==> src/rtl/pipe_hazard_ctrl.sv <==
// rtl/pipe_hazard_ctrl.sv - stall/flush sequencer for the five-stage pipeline
// Optional performance counters are built only when HAZARD_PERF_CNT_EN is defined.
module pipe_hazard_ctrl #(
  parameter int MEM_TIMEOUT = 255,
  parameter int CNT_W       = 32
) (
  input  logic             clk,
  input  logic             rst,
  input  logic             imem_ready,
  input  logic [4:0]       id_rs1,
  input  logic [4:0]       id_rs2,
  input  logic             id_use_rs1,
  input  logic             id_use_rs2,
  input  logic             ex_mem_read,
  input  logic [4:0]       ex_rd,
  input  logic             mem_access,
  input  logic             dmem_ready,
  input  logic             mem_redirect,
  output logic             pc_en,
  output logic             if_id_en,
  output logic             id_ex_en,
  output logic             ex_mem_en,
  output logic             mem_wb_en,
  output logic             if_id_flush,
  output logic             id_ex_flush,
  output logic             ex_mem_flush,
  output logic [1:0]       state,
  output logic             mem_err,
  output logic [CNT_W-1:0] stall_cnt,
  output logic [CNT_W-1:0] flush_cnt
);

  localparam logic [1:0] ST_RUN      = 2'd0;
  localparam logic [1:0] ST_MEM_WAIT = 2'd1;
  localparam logic [1:0] ST_REDIRECT = 2'd2;

  localparam int              WAIT_W   = (MEM_TIMEOUT < 1) ? 1 : $clog2(MEM_TIMEOUT + 1);
  localparam logic [WAIT_W-1:0] WAIT_MAX = WAIT_W'(MEM_TIMEOUT);

  logic              data_wait;
  logic              redirect_hit;
  logic              load_use;
  logic [1:0]        state_q, state_d;
  logic [WAIT_W-1:0] wait_cnt_q, wait_cnt_d;
  logic              mem_err_q, mem_err_d;

  assign data_wait    = mem_access && !dmem_ready;
  assign redirect_hit = !data_wait && mem_redirect;
  assign load_use     = ex_mem_read && (ex_rd != 5'd0) &&
                        ((id_use_rs1 && (id_rs1 == ex_rd)) ||
                         (id_use_rs2 && (id_rs2 == ex_rd)));

  // Priority: freeze > redirect > load-use > fetch wait > normal.
  always_comb begin
    pc_en        = 1'b1;
    if_id_en     = 1'b1;
    id_ex_en     = 1'b1;
    ex_mem_en    = 1'b1;
    mem_wb_en    = 1'b1;
    if_id_flush  = 1'b0;
    id_ex_flush  = 1'b0;
    ex_mem_flush = 1'b0;
    if (rst) begin
      pc_en        = 1'b0;
      if_id_en     = 1'b0;
      id_ex_en     = 1'b0;
      ex_mem_en    = 1'b0;
      mem_wb_en    = 1'b0;
      if_id_flush  = 1'b1;
      id_ex_flush  = 1'b1;
      ex_mem_flush = 1'b1;
    end else if (data_wait) begin
      pc_en     = 1'b0;
      if_id_en  = 1'b0;
      id_ex_en  = 1'b0;
      ex_mem_en = 1'b0;
      mem_wb_en = 1'b0;
    end else if (mem_redirect) begin
      if_id_flush  = 1'b1;
      id_ex_flush  = 1'b1;
      ex_mem_flush = 1'b1;
    end else if (load_use) begin
      pc_en       = 1'b0;
      if_id_en    = 1'b0;
      id_ex_flush = 1'b1;
    end else if (!imem_ready) begin
      pc_en       = 1'b0;
      if_id_flush = 1'b1;
    end
  end

  // A freeze leaving MEM_WAIT with a redirect already pending goes straight to REDIRECT.
  always_comb begin
    state_d    = state_q;
    wait_cnt_d = wait_cnt_q;
    mem_err_d  = mem_err_q;
    case (state_q)
      ST_RUN: begin
        if (data_wait) begin
          state_d    = ST_MEM_WAIT;
          wait_cnt_d = '0;
        end else if (mem_redirect) begin
          state_d = ST_REDIRECT;
        end
      end
      ST_MEM_WAIT: begin
        if (data_wait) begin
          if (wait_cnt_q != WAIT_MAX) wait_cnt_d = wait_cnt_q + WAIT_W'(1);
          if (wait_cnt_d == WAIT_MAX) mem_err_d = 1'b1;
        end else if (mem_redirect) begin
          state_d = ST_REDIRECT;
        end else begin
          state_d = ST_RUN;
        end
      end
      ST_REDIRECT: begin
        if (data_wait) begin
          state_d    = ST_MEM_WAIT;
          wait_cnt_d = '0;
        end else if (!mem_redirect && imem_ready) begin
          state_d = ST_RUN;
        end
      end
      default: state_d = ST_RUN;
    endcase
  end

  always_ff @(posedge clk or posedge rst) begin
    if (rst) begin
      state_q    <= ST_RUN;
      wait_cnt_q <= '0;
      mem_err_q  <= 1'b0;
    end else begin
      state_q    <= state_d;
      wait_cnt_q <= wait_cnt_d;
      mem_err_q  <= mem_err_d;
    end
  end

  assign state   = state_q;
  assign mem_err = mem_err_q;

`ifdef HAZARD_PERF_CNT_EN
  logic [CNT_W-1:0] stall_cnt_q, stall_cnt_d;
  logic [CNT_W-1:0] flush_cnt_q, flush_cnt_d;

  always_comb begin
    stall_cnt_d = stall_cnt_q;
    flush_cnt_d = flush_cnt_q;
    if (!pc_en && (stall_cnt_q != '1)) stall_cnt_d = stall_cnt_q + CNT_W'(1);
    if (redirect_hit && (flush_cnt_q != '1)) flush_cnt_d = flush_cnt_q + CNT_W'(1);
  end

  always_ff @(posedge clk or posedge rst) begin
    if (rst) begin
      stall_cnt_q <= '0;
      flush_cnt_q <= '0;
    end else begin
      stall_cnt_q <= stall_cnt_d;
      flush_cnt_q <= flush_cnt_d;
    end
  end

  assign stall_cnt = stall_cnt_q;
  assign flush_cnt = flush_cnt_q;
`else
  logic unused_redirect_hit;
  assign unused_redirect_hit = redirect_hit;
  assign stall_cnt = '0;
  assign flush_cnt = '0;
`endif

endmodule

==> config.mk <==
export PLATFORM = sky130hd
export DESIGN_NAME = pipe_hazard_ctrl
export DESIGN_NICKNAME = d
export VERILOG_FILES = /design/src/rtl/pipe_hazard_ctrl.sv
export SDC_FILE = /design/constraint.sdc
export NUM_CORES = 1
export LEC_CHECK = 0
export BUFFER_PORTS_ARGS = -buffer_cell sky130_fd_sc_hd__buf_4
export CAP_MARGIN = 5
export CORE_AREA = 2 2 78 80
export CTS_CLUSTER_SIZE = 16
export DETAILED_ROUTE_END_ITERATION = 10
export DIE_AREA = 0 0 80 82
export GPL_TIMING_DRIVEN = 0
export PLACE_DENSITY = 0.6
export SLEW_MARGIN = 30
export SYNTH_ARGS = -nofsm -noshare
export SYNTH_HDL_FRONTEND = slang
export SYNTH_SLANG_ARGS = --single-unit
==> constraint.sdc <==
create_clock -name clk -period 2.77 [get_ports clk]
set_input_delay 0.4155 -clock clk [delete_from_list [all_inputs] [get_ports clk]]
set_output_delay 0.4155 -clock clk [all_outputs]
set_load 0.02 [all_outputs]
Yosys cells after proc, flatten, opt, wreduce, memory -nomap -nowiden
Index checks and enable logic that the tools add are counted.

cells by class
  reduce and logical (&&, ||, !) cells = 16
  multiplexer cells = 36
  add/sub/neg operators = 1
  equal/unequal tests = 11

operators by type and width
  cell                 count
  $mux 8               5
  $mux 1               23
  $pmux 8 s2           1
  $mux 2               6
  $eq 5x5->1           2
  $reduce_and 3->1     3
  $add 8x1->8 const B  1
  $eq 8x8->1 const B   1
  $ne 8x8->1 const B   1
  $logic_and 1x1->1    6
  $ne 3x3->1 const B   2
  $pmux 2 s3           1
  $reduce_bool 5->1    1
  $ne 2x2->1 const B   2
  $eq 2x1->1 const B   1
  $eq 2x2->1 const B   1
  $logic_not 1->1      2
  $logic_not 2->1      1
  $ne 2x1->1 const B   1
  $reduce_bool 2->1    1
  $reduce_or 2->1      1
  $logic_or 1x1->1     1

word-level totals
  bits in registers = 11
  word-level logic and storage cells = 67
  bits of input ports = 24
  output and inout bits = 75

Logic depth before layout (Yosys ltp)
Gate-level depths: netlist of run 1.

  depth in word-level cells = 8
  depth in mapped cells = 7
  depth with buffers taken out = 6

Worst setup path after synthesis of run 1
No wires, ideal clock.

  path type = input to output
  start point = in ex_rd[1]
  end point = out pc_en
  data arrival time = 1.469 ns
  required time = 2.355 ns
  path slack = 0.885 ns
  stages on the path = 3
  path buffers = 0
  cell sequence = or4_1 o211ai_1 a22o_1

between the ends
  cells in the longest elaborated chain, start to end = 8
  elaborated cells on any way between the ends = 12
  those cells by class = eq/ne: 2; mux: 4; reduce/logical: 6

ends and longest elaborated chain
  element                               RTL line  RTL
  from (decl)                           15        input logic [4:0] ex_rd,
  $eq 5x5->1 (on tied branches)         50, 51
  $logic_and 1x1->1 (on tied branches)  50, 51
  $logic_or 1x1->1                      50        ((id_use_rs1 && (id_rs1 == ex_rd)) ||
  $logic_and 1x1->1 (*)                 49        assign load_use = ex_mem_read && (ex_rd != 5'd0) &&
  $mux 1 (*)                            82        end else if (load_use) begin
  $mux 1 (*)                            78        end else if (mem_redirect) begin
  $mux 1 (*)                            72        end else if (data_wait) begin
  $mux 1 (*)                            63        if (rst) begin
  to (decl)                             19        output logic pc_en,

Mark *: on every way between the ends. The rest lies on a longest branch, timed or not.

Final worst setup path of run 1
  start point = in ex_rd[1]
  end point = out if_id_flush

between the ends
  cells in the longest elaborated chain, start to end = 8
  elaborated cells on any way between the ends = 12
  those cells by class = eq/ne: 2; mux: 4; reduce/logical: 6

ends and longest elaborated chain
  element                               RTL line  RTL
  $eq 5x5->1 (on tied branches)         50, 51
  $logic_and 1x1->1 (on tied branches)  50, 51
  $logic_or 1x1->1                      50
  $logic_and 1x1->1 (*)                 49
  $mux 1 (*)                            82
  $mux 1 (*)                            78
  $mux 1 (*)                            72
  $mux 1 (*)                            63
  to (decl)                             24        output logic if_id_flush,

Marks and branches as above.

==> summary.md, run 1 <==
| Metric | Value |
|---|---|
| Synth async-reset ratio | `100%` |
| Vias in the first global route | `965` |
| Peak supply drop | `0.134 mV` |
| Most used cell, CP | `buf_4` |
| Clock Skew | `10.4 ps` |
| Worst r2r dst | `mem_err` |
| Routability cong. | `0.799` |
| DRT Pass-1 Iters | `4` |
| ANT cells | `0` |
| CTS tree | `done` |
| Root buf cell | `clkbuf_8` |
| Clk pwr share | `28.3%` |
| Crit share post-route | `77.0%` |
| WHS | `189 ps` |
| Setup slack, reg-to-reg | `840 ps` |
| Share of layout cells above drive strength 1 | `41.5%` |
| DRC viols | `0` |
| Hold/Removal Path Class | `input pin to async pin` |
| Row cnt | `28` |
| Die footprint | `0.00656 mm^2` |
| Dpl hpwl | `2400 um` |
| Sequential Power Share | `28.9%` |
| Total gr overflow | `0` |
| Dominant cells by area after synthesis | `buf_4 37%, dfrtp_1 20%, xnor2_1 6.3%, a21oi_1 4.0%, nand2_1 3.5%` |
| Net Sw Frac | `36.1%` |
| Post-synthesis sequential area ratio | `19.9%` |
| Slew HR | `56.4%` |
| Setup violators final | `0` |
| Critical path endpoint | `if_id_flush` |
| Initial DRC count | `35` |
| Slowest library cell on the worst path | `or4_1` |
| Cts hold-fix bufs | `0` |
| Mapped Area | `0.00139 mm^2` |
| Nets@finish | `301` |
| Critical path required time | `2350 ps` |
| Area growth, synth to finish | `45.6%` |
| Global-route wire length before repair | `4220 um` |
| Worst Setup SP | `ex_rd[1]` |
| TritonCTS buffer count | `3` |
| CTS resizes | `0` |
| Most frequent cells in the layout | `102 x buf_4, 64 x conb_1, 13 x nand2_1` |
| Die height | `82 um` |
| Syn Area/Cell | `7.97 um^2` |
| Internal | `0.381 mW` |
| Area share of the largest cell type after synthesis | `36.8%` |
| Distinct cell type count of the synthesized netlist | `43` |
| Combinational share of power | `42.8%` |
| # placed instances | `346` |
| Ys Warns | `0` |
| Maximum clock frequency | `469 MHz` |
| I/O pins | `99` |
| Latest clock arrival within the worst-skew pair | `250 ps` |
| Routed via count | `1244` |
| Largest net degree at the start of global routing | `13` |
| Clk slew on worst S/H paths | `60 ps` |
| Area leader, netlist | `buf_4` |
| Max Fanout on Critical Path | `4` |
| Routed length per instance | `8.07 um` |
| Crit path DAT | `1720 ps` |
| Critical path cell sequence | `buf_4 > or4_1 > o211ai_1 > a31o_2 > buf_4` |
| Fin crit period | `2130 ps` |
| Non-Filler Instances | `350` |
| Cells after synthesis | `174` |
| Critical path class | `input pin to primary output` |
| # port buffers | `34` |
| PD cells | `296 mW/mm^2` |
| Post-synth top flop | `dfrtp_1` |
| #FFs+latches synth | `11` |
| RSZ-0062 raised after global routing | `no` |
| Initial Util | `24.1%` |
| Vias per std cell | `3.55` |
| Outcome | `complete, no violations` |
| GRT Overall Usage | `8.06%` |
| Die W | `80 um` |
| Switch Pwr | `0.215 mW` |
| R2r startpoint | `wait_cnt_q[0]` |
| Tightest Pin Transition | `653 ps` |
| Commonest non-fill, non-tap cell in the layout | `buf_4` |
| Leakage | `1.09 nW` |
| Core ar. | `0.00575 mm^2` |
| Total negative setup slack | `0 ps` |
| Post-CTS Repair Setup Buffers | `0` |
| Clk sinks | `11` |
| Htree depth | `1` |
| CP max stage delay | `520 ps` |
| Post-synth EDFFs | `0` |
| Hold Fails Final Rpt | `0` |
| CP Launch Type | `input pin` |
| Initial antenna violation count | `0` |
| Max-Cap Viols | `0` |
| CTS max path bufs | `2` |
| CP Capture Type | `primary output` |
| Final ANT Viol Nets | `0` |
| Worst Reg-to-Reg Cells | `6` |
| Post-Route WL | `2820 um` |
| Max-slew violation count | `0` |
flip-flops by register name (all words and copies together) (netlist names):
register and cells:
state 2, mem_err 1, wait_cnt_q 8
power groups by stage:
stage | Clock, mW | Sequential [mW] | Combinational (mW)
final | 0.169 | 0.172 | 0.255
after global routing | 0.180 | 0.173 | 0.277
after CTS | 0.172 | 0.172 | 0.253
after detailed placement | 0 | 0.175 | 0.253
after global placement | 0 | 0.175 | 0.252
after floorplan | 0 | 0.176 | 0.196
critical path: cells and delay by family:
| family | cells | cell delay, ps |
|---|---|---|
| and+or+nand+nor | 1 | 520 |
| AOI/OAI and AO/OA | 2 | 510 |
| buffers and inverters | 2 | 250 |
layout make-up:
cell class,count,area (um^2)
Timing Repair Buffer,34,255
Inverter,5,18.8
Clock inverter,1,5.00
Tap cell,75,93.8
Clock buffer,3,41.3
Multi-Input combinational cell,152,813
Sequential cell,11,275
Buffer,69,515
Fill cell,622,3730
through the flow:
stage	area [um^2]	worst slack (ps)	power [mW]	utilization (%)
2_1_floorplan	1620	885	0.373	-
3_3_place_gp	1970	628	0.427	34.3
3_5_place_dp	1970	615	0.428	34.3
4_1_cts	2020	612	0.598	35.1
5_1_grt	2020	544	0.630	35.1
6_report	2020	638	0.597	35.1
cells in the mapped netlist, types with 3 or more instances:
cell and count:
buf_4 68, nand2_1 13, a21oi_1 11, dfrtp_1 11, xnor2_1 10, inv_1 5
nand3_1 4, nor2_1 4, o21ai_0 4, and3_1 3, o21ai_1 3
how the worst min path moves through the flow:
stage | end | cells after the start | slack, ps | from
after floorplan | mem_err | 1 | 280 | rst
after global placement | mem_err | 2 | 450 | mem_err
after detailed placement | mem_err | 2 | 470 | mem_err
after CTS | state[1] | 2 | 210 | rst
after global routing | state[1] | 2 | 250 | rst
final | state[1] | 2 | 190 | rst
kinds of logic (layout without fill, tap and decap cells):
family / Yosys count / after routing / synth area share (%)
buf+inv: 74 / 112 / 38.5
fa+ha+maj: 1 / 1 / 0.902
mux: 1 / 1 / 0.722
xor+xnor: 10 / 10 / 6.32
flops: 11 / 11 / 19.9
simple gates: 41 / 41 / 16.8
compound gates: 35 / 35 / 16.6
other cells: 1 / 64 / 0.270
metal layers:
| layer | routed length (um) | up-vias | GRT usage, % |
|---|---|---|---|
| li1 | - | 667 | - |
| met1 | 1150 | 514 | 9.06 |
| met2 | 1320 | 61 | 13.9 |
| met3 | 315 | 2 | 2.97 |
| met4 | 32 | 0 | 3.05 |
| met5 | 0 | - | 0 |
Note: power is estimated with default switching activity, not from simulation.
==> run 2: changes to the inputs <==
Settings changed: ABC_AREA set to 1, CORE_AREA 2 2 78 80 to 2 2 81 83, DIE_AREA 0 0 80 82 to 0 0 83 85, PLACE_DENSITY 0.6 to 0.61.
Clock period 2.77 ns to 1.9 ns, I/O delays scaled along.
==> summary.md, run 2 <==
| Metric | Value |
|---|---|
| Outcome | `complete, no violations` |
| Most frequent cells in the layout | `101 x buf_4, 64 x conb_1, 58 x nand2_1` |
| Clk sinks | `11` |
| # fillers | `657` |
| Root buf cell | `clkbuf_8` |
| DRC viols | `0` |
| CTS max path bufs | `2` |
| Die footprint | `0.00706 mm^2` |
| Worst setup slack after layout | `352 ps` |
| Post-synthesis sequential area ratio | `18.2%` |
| TritonCTS buffer count | `3` |
| Largest Register | `wait_cnt_q` |
| Die W | `83 um` |
| Routed length per instance | `7.43 um` |
| Slowest library cell on the worst path | `o21ai_0` |
| Crit share post-route | `81.5%` |
| Row cnt | `29` |
| CTS tree | `done` |
| Routed via count | `1398` |
| Critical path buffers and inverters | `4` |
| Core ar. | `0.00620 mm^2` |
| GRT Overall Usage | `8.54%` |
| Die height | `85 um` |
| Htree depth | `1` |
| Share of layout cells above drive strength 1 | `36.7%` |
| #FFs+latches synth | `11` |
| Initial DRC count | `20` |
| Global-route wire length before repair | `5110 um` |
| ANT cells | `0` |
| Crit path DAT | `1260 ps` |
| R2r startpoint | `wait_cnt_q[1]` |
| # port buffers | `34` |
| Dpl hpwl | `2690 um` |
| Cts hold-fix bufs | `0` |
| Post-Route WL | `3040 um` |
| Crit-path leading delay family | `buffers and inverters` |
| PD cells | `455 mW/mm^2` |
| Final core utilization | `34.6%` |
| Synth top cells by count | `67 x buf_4, 58 x nand2_1, 28 x inv_1` |
| Area growth, synth to finish | `41.8%` |
| Routability cong. | `0.795` |
| Mapped Area | `0.00152 mm^2` |
| Distinct cell type count of the synthesized netlist | `23` |
| Clk slew on worst S/H paths | `50 ps` |
| Total gr overflow | `0` |
| Dominant cells by area after synthesis | `buf_4 33%, dfrtp_1 18%, nand2_1 14%, inv_1 6.9%, nand3_1 4.0%` |
| Clock Skew | `1.82 ps` |
| DRT Pass-1 Iters | `4` |
| Count leader, synth | `buf_4` |
| Latest clock arrival within the worst-skew pair | `240 ps` |
| Ys Warns | `0` |
| Syn Area/Cell | `6.56 um^2` |
| CTS resizes | `0` |
| Final ANT Viol Nets | `0` |
| Synth async-reset ratio | `100%` |
| Commonest non-fill, non-tap cell in the layout | `buf_4` |
| Tot Pwr | `0.978 mW` |
| Setup violators final | `0` |
| Max-Cap Viols | `0` |
| CP Launch Type | `input pin` |
| Initial Util | `24.4%` |
| Total negative setup slack | `0 ps` |
| CP Capture Type | `primary output` |
| Critical path class | `input pin to primary output` |
| Critical path required time | `1620 ps` |
| Max-slew violation count | `0` |
| Pre-CTS worst setup slack | `330 ps` |
| Worst Setup SP | `ex_rd[2]` |
| Largest net degree at the start of global routing | `13` |
| Max Fanout on Critical Path | `5` |
| Hold Fails Final Rpt | `0` |
| Max reg flops | `8` |
| Vias per std cell | `3.42` |
| Critical path cell sequence | `buf_4 > inv_1 > nand4_1 > o21ai_0 > inv_1 > nand3_1 > nand2_1 > nor2_1 > buf_4` |
| RSZ-0062 raised after global routing | `no` |
| Leakage | `1.39 nW` |
| Cells after synthesis | `231` |
| Initial antenna violation count | `0` |
| Area share of the largest cell type after synthesis | `33.2%` |
| Post-synth top flop | `dfrtp_1` |
| Hold/Removal Path Class | `input pin to async pin` |
| Fin crit period | `1550 ps` |
| I/O pins | `99` |
| Nets@finish | `358` |
| Peak supply drop | `0.315 mV` |
| Post-synth EDFFs | `0` |
| Maximum clock frequency | `646 MHz` |
| Post-CTS Repair Setup Buffers | `0` |
| CP max stage delay | `160 ps` |
| Setup slack, reg-to-reg | `410 ps` |
| Vias in the first global route | `1251` |
| Area leader, netlist | `buf_4` |
[run 2: worst register-to-register path, stage by stage, from the launching register on]
cell and delay (ps):
dfrtp_1 410, ha_1 270, nand2_4 90, nor2_8 130, nand2_4 90, nand2_1 80
nand3_2 80, nor3_2 120, nand3_1 100, nand2_1 60
[run 2: worst paths after layout]
| kind | end | cells past startpoint |
|---|---|---|
| setup reg to reg | mem_err | 9 |
| max in group asynchronous | state[1] | 2 |
| hold / removal | wait_cnt_q[7] | 2 |
| hold reg to reg | mem_err | 2 |
| setup / recovery | pc_en | 9 |
| min in group clk | state[1] | 3 |
[run 2: where the power goes]
part | leakage, nW | internal, mW | switching (mW)
Combinational | 1.23 | 0.195 | 0.266
Clock | 0.0228 | 0.147 | 0.0877
Sequential | 0.145 | 0.255 | 0.0280
[run 2: cell families after synthesis]
kind of cell / count (synthesis) / synth area share [%]
compound gates: 18 / 6.36
xor+xnor: 3 / 1.73
fa+ha+maj: 1 / 0.826
buf+inv: 99 / 41.1
flops: 11 / 18.2
other cells: 1 / 0.247
simple gates: 98 / 31.5
[run 2: final cells by class]
class	count	area [um^2]	area share, %
Tap cell	77	96.3	4.48
Clock buffer	4	45.0	2.10
Inverter	32	120	5.59
Buffer	67	503	23.4
Sequential cell	11	275	12.8
Multi-Input combinational cell	184	853	39.7
Timing Repair Buffer	34	255	11.9
[run 2: per-layer routing]
layer,track usage [%],share of wire [%]
met5,0,0
met4,5.07,2.4
met3,1.36,7.4
met2,13.8,48
met1,10.8,42
[run 2: metrics by stage]
stage,hold WS [ps],cells,instance area (um^2)
after floorplan,146,294,1750
after global placement,337,405,2100
after detailed placement,349,405,2100
after CTS,92.6,409,2150
after global routing,113,409,2150
final,69.8,409,2150
==> run 3: changes to the inputs <==
Clock period 1.9 ns to 1.4 ns, I/O delays scaled along.
==> summary.md, run 3 (synthesis results as in run 2) <==
| Metric | Value |
|---|---|
| CP Launch Type | `flop` |
| Latest clock arrival within the worst-skew pair | `240 ps` |
| Routed length per instance | `7.54 um` |
| Largest net degree at the start of global routing | `13` |
| Non-Filler Instances | `412` |
| Global-route wire length before repair | `4820 um` |
| Vias per std cell | `3.43` |
| Die height | `85 um` |
| Area growth, synth to finish | `47.0%` |
| Hold/Removal Path Class | `input pin to async pin` |
| R2r startpoint | `wait_cnt_q[0]` |
| Initial Util | `24.4%` |
| Htree depth | `1` |
| DRC viols | `0` |
| Critical path class | `flop to flop` |
| Share of layout cells above drive strength 1 | `41.2%` |
| CTS max path bufs | `2` |
| Max Fanout on Critical Path | `6` |
| Final ANT Viol Nets | `0` |
| Row cnt | `29` |
| Worst Setup SP | `wait_cnt_q[0]` |
| Most frequent cells in the layout | `101 x buf_4, 64 x conb_1, 55 x nand2_1` |
| Routed via count | `1415` |
| Root buf cell | `clkbuf_8` |
| Total gr overflow | `0` |
| Clk slew on worst S/H paths | `50 ps` |
| Maximum clock frequency | `727 MHz` |
| TritonCTS buffer count | `3` |
| Largest Register | `wait_cnt_q` |
| Crit path DAT | `1560 ps` |
| Max reg flops | `8` |
| Outcome | `complete, no violations` |
| Vias in the first global route | `1149` |
| Die footprint | `0.00706 mm^2` |
| Core ar. | `0.00620 mm^2` |
| PD cells | `621 mW/mm^2` |
| Post-Route WL | `3110 um` |
| Pre-CTS worst setup slack | `-120 ps` |
| Leakage | `1.42 nW` |
| Final core utilization | `35.9%` |
| CP Capture Type | `flop` |
| Total negative setup slack | `0 ps` |
| Worst Reg-to-Reg Cells | `9` |
| Tot Pwr | `1.38 mW` |
| Nets@finish | `361` |
| Worst setup slack after layout | `23.9 ps` |
| Routability cong. | `0.843` |
| Design area | `0.00223 mm^2` |
| Critical path required time | `1580 ps` |
| I/O pins | `99` |
| Critical path endpoint | `mem_err` |
| ANT cells | `0` |
| CTS tree | `done` |
| Initial antenna violation count | `0` |
| Placed cell area | `0.00211 mm^2` |
| Die W | `83 um` |
| Peak supply drop | `0.214 mV` |
| # port buffers | `34` |
| Initial DRC count | `63` |
| GRT Overall Usage | `8.23%` |
| Clk sinks | `11` |
| # placed instances | `405` |
| Hold Fails Final Rpt | `0` |
| Crit share post-route | `98.3%` |
| Max-Cap Viols | `0` |
| RSZ-0062 raised after global routing | `yes` |
| Commonest non-fill, non-tap cell in the layout | `buf_4` |
| Clock Skew | `1.17 ps` |
| Worst r2r dst | `mem_err` |
| Max-slew violation count | `0` |
| Fin crit period | `1380 ps` |
| WHS | `3.43 ps` |
| Setup slack, reg-to-reg | `20 ps` |
| DRT Pass-1 Iters | `4` |
| Setup violators final | `0` |
| Dpl hpwl | `2670 um` |
## run 3: cell types whose count changed in the layout (fill, tap and decap cells not counted), moves of 2 or more
cell     change
dfrtp_1      -2
inv_2        +3
dfrtp_2      +2
inv_1        -3
nand2_2      +3
nand3_2      +2
buf_6        +3
nand2_1      -3
nand3_1      -2
## run 3: worst min path at each step
stage	from	to	slack [ps]
global route	rst	state[1]	40
detailed placement	rst	wait_cnt_q[3]	280
floorplan	rst	mem_err	70
finish	rst	wait_cnt_q[5]	3
global placement	rst	wait_cnt_q[3]	270
CTS	rst	wait_cnt_q[3]	20
## run 3: what timing repair did
item,4_1_cts,5_1_grt
pin swaps,1,6
setup endpoints to repair,3,8
hold buffers,0,0
resized for setup,4,14
buffers inserted,0,3
hold endpoints to repair,0,0
## run 3: layout make-up
cell class	instances	area, um^2
clock buffers	4	45.0
well taps	77	96.3
fillers	665	3980
plain buffers	67	503
multi-input cells	184	896
repair buffers	37	289
flip-flops and latches	11	278
inverters	32	120
## run 3: critical path, stage by stage (launching register included)
cell	delay [ps]
dfrtp_2	410
ha_4	180
nand2_4	70
nor2_8	120
nand2_4	90
nand2_2	80
inv_2	50
nor3_4	160
nand3_1	90
nand2_1	60
## run 3: per-layer routing
| layer | track usage (%) | routed length (um) | vias up |
|---|---|---|---|
| li1 | - | - | 782 |
| met1 | 9.04 | 1200 | 574 |
| met2 | 14.9 | 1630 | 54 |
| met5 | 0 | 0 | - |
| met3 | 1.65 | 203 | 5 |
| met4 | 4.47 | 70 | 0 |
## run 3: power by group
part	internal (mW)	switching (mW)	total (mW)
Sequential	0.347	0.0399	0.387
Combinational	0.289	0.380	0.670
Clock	0.200	0.125	0.325
Total	0.837	0.545	1.38
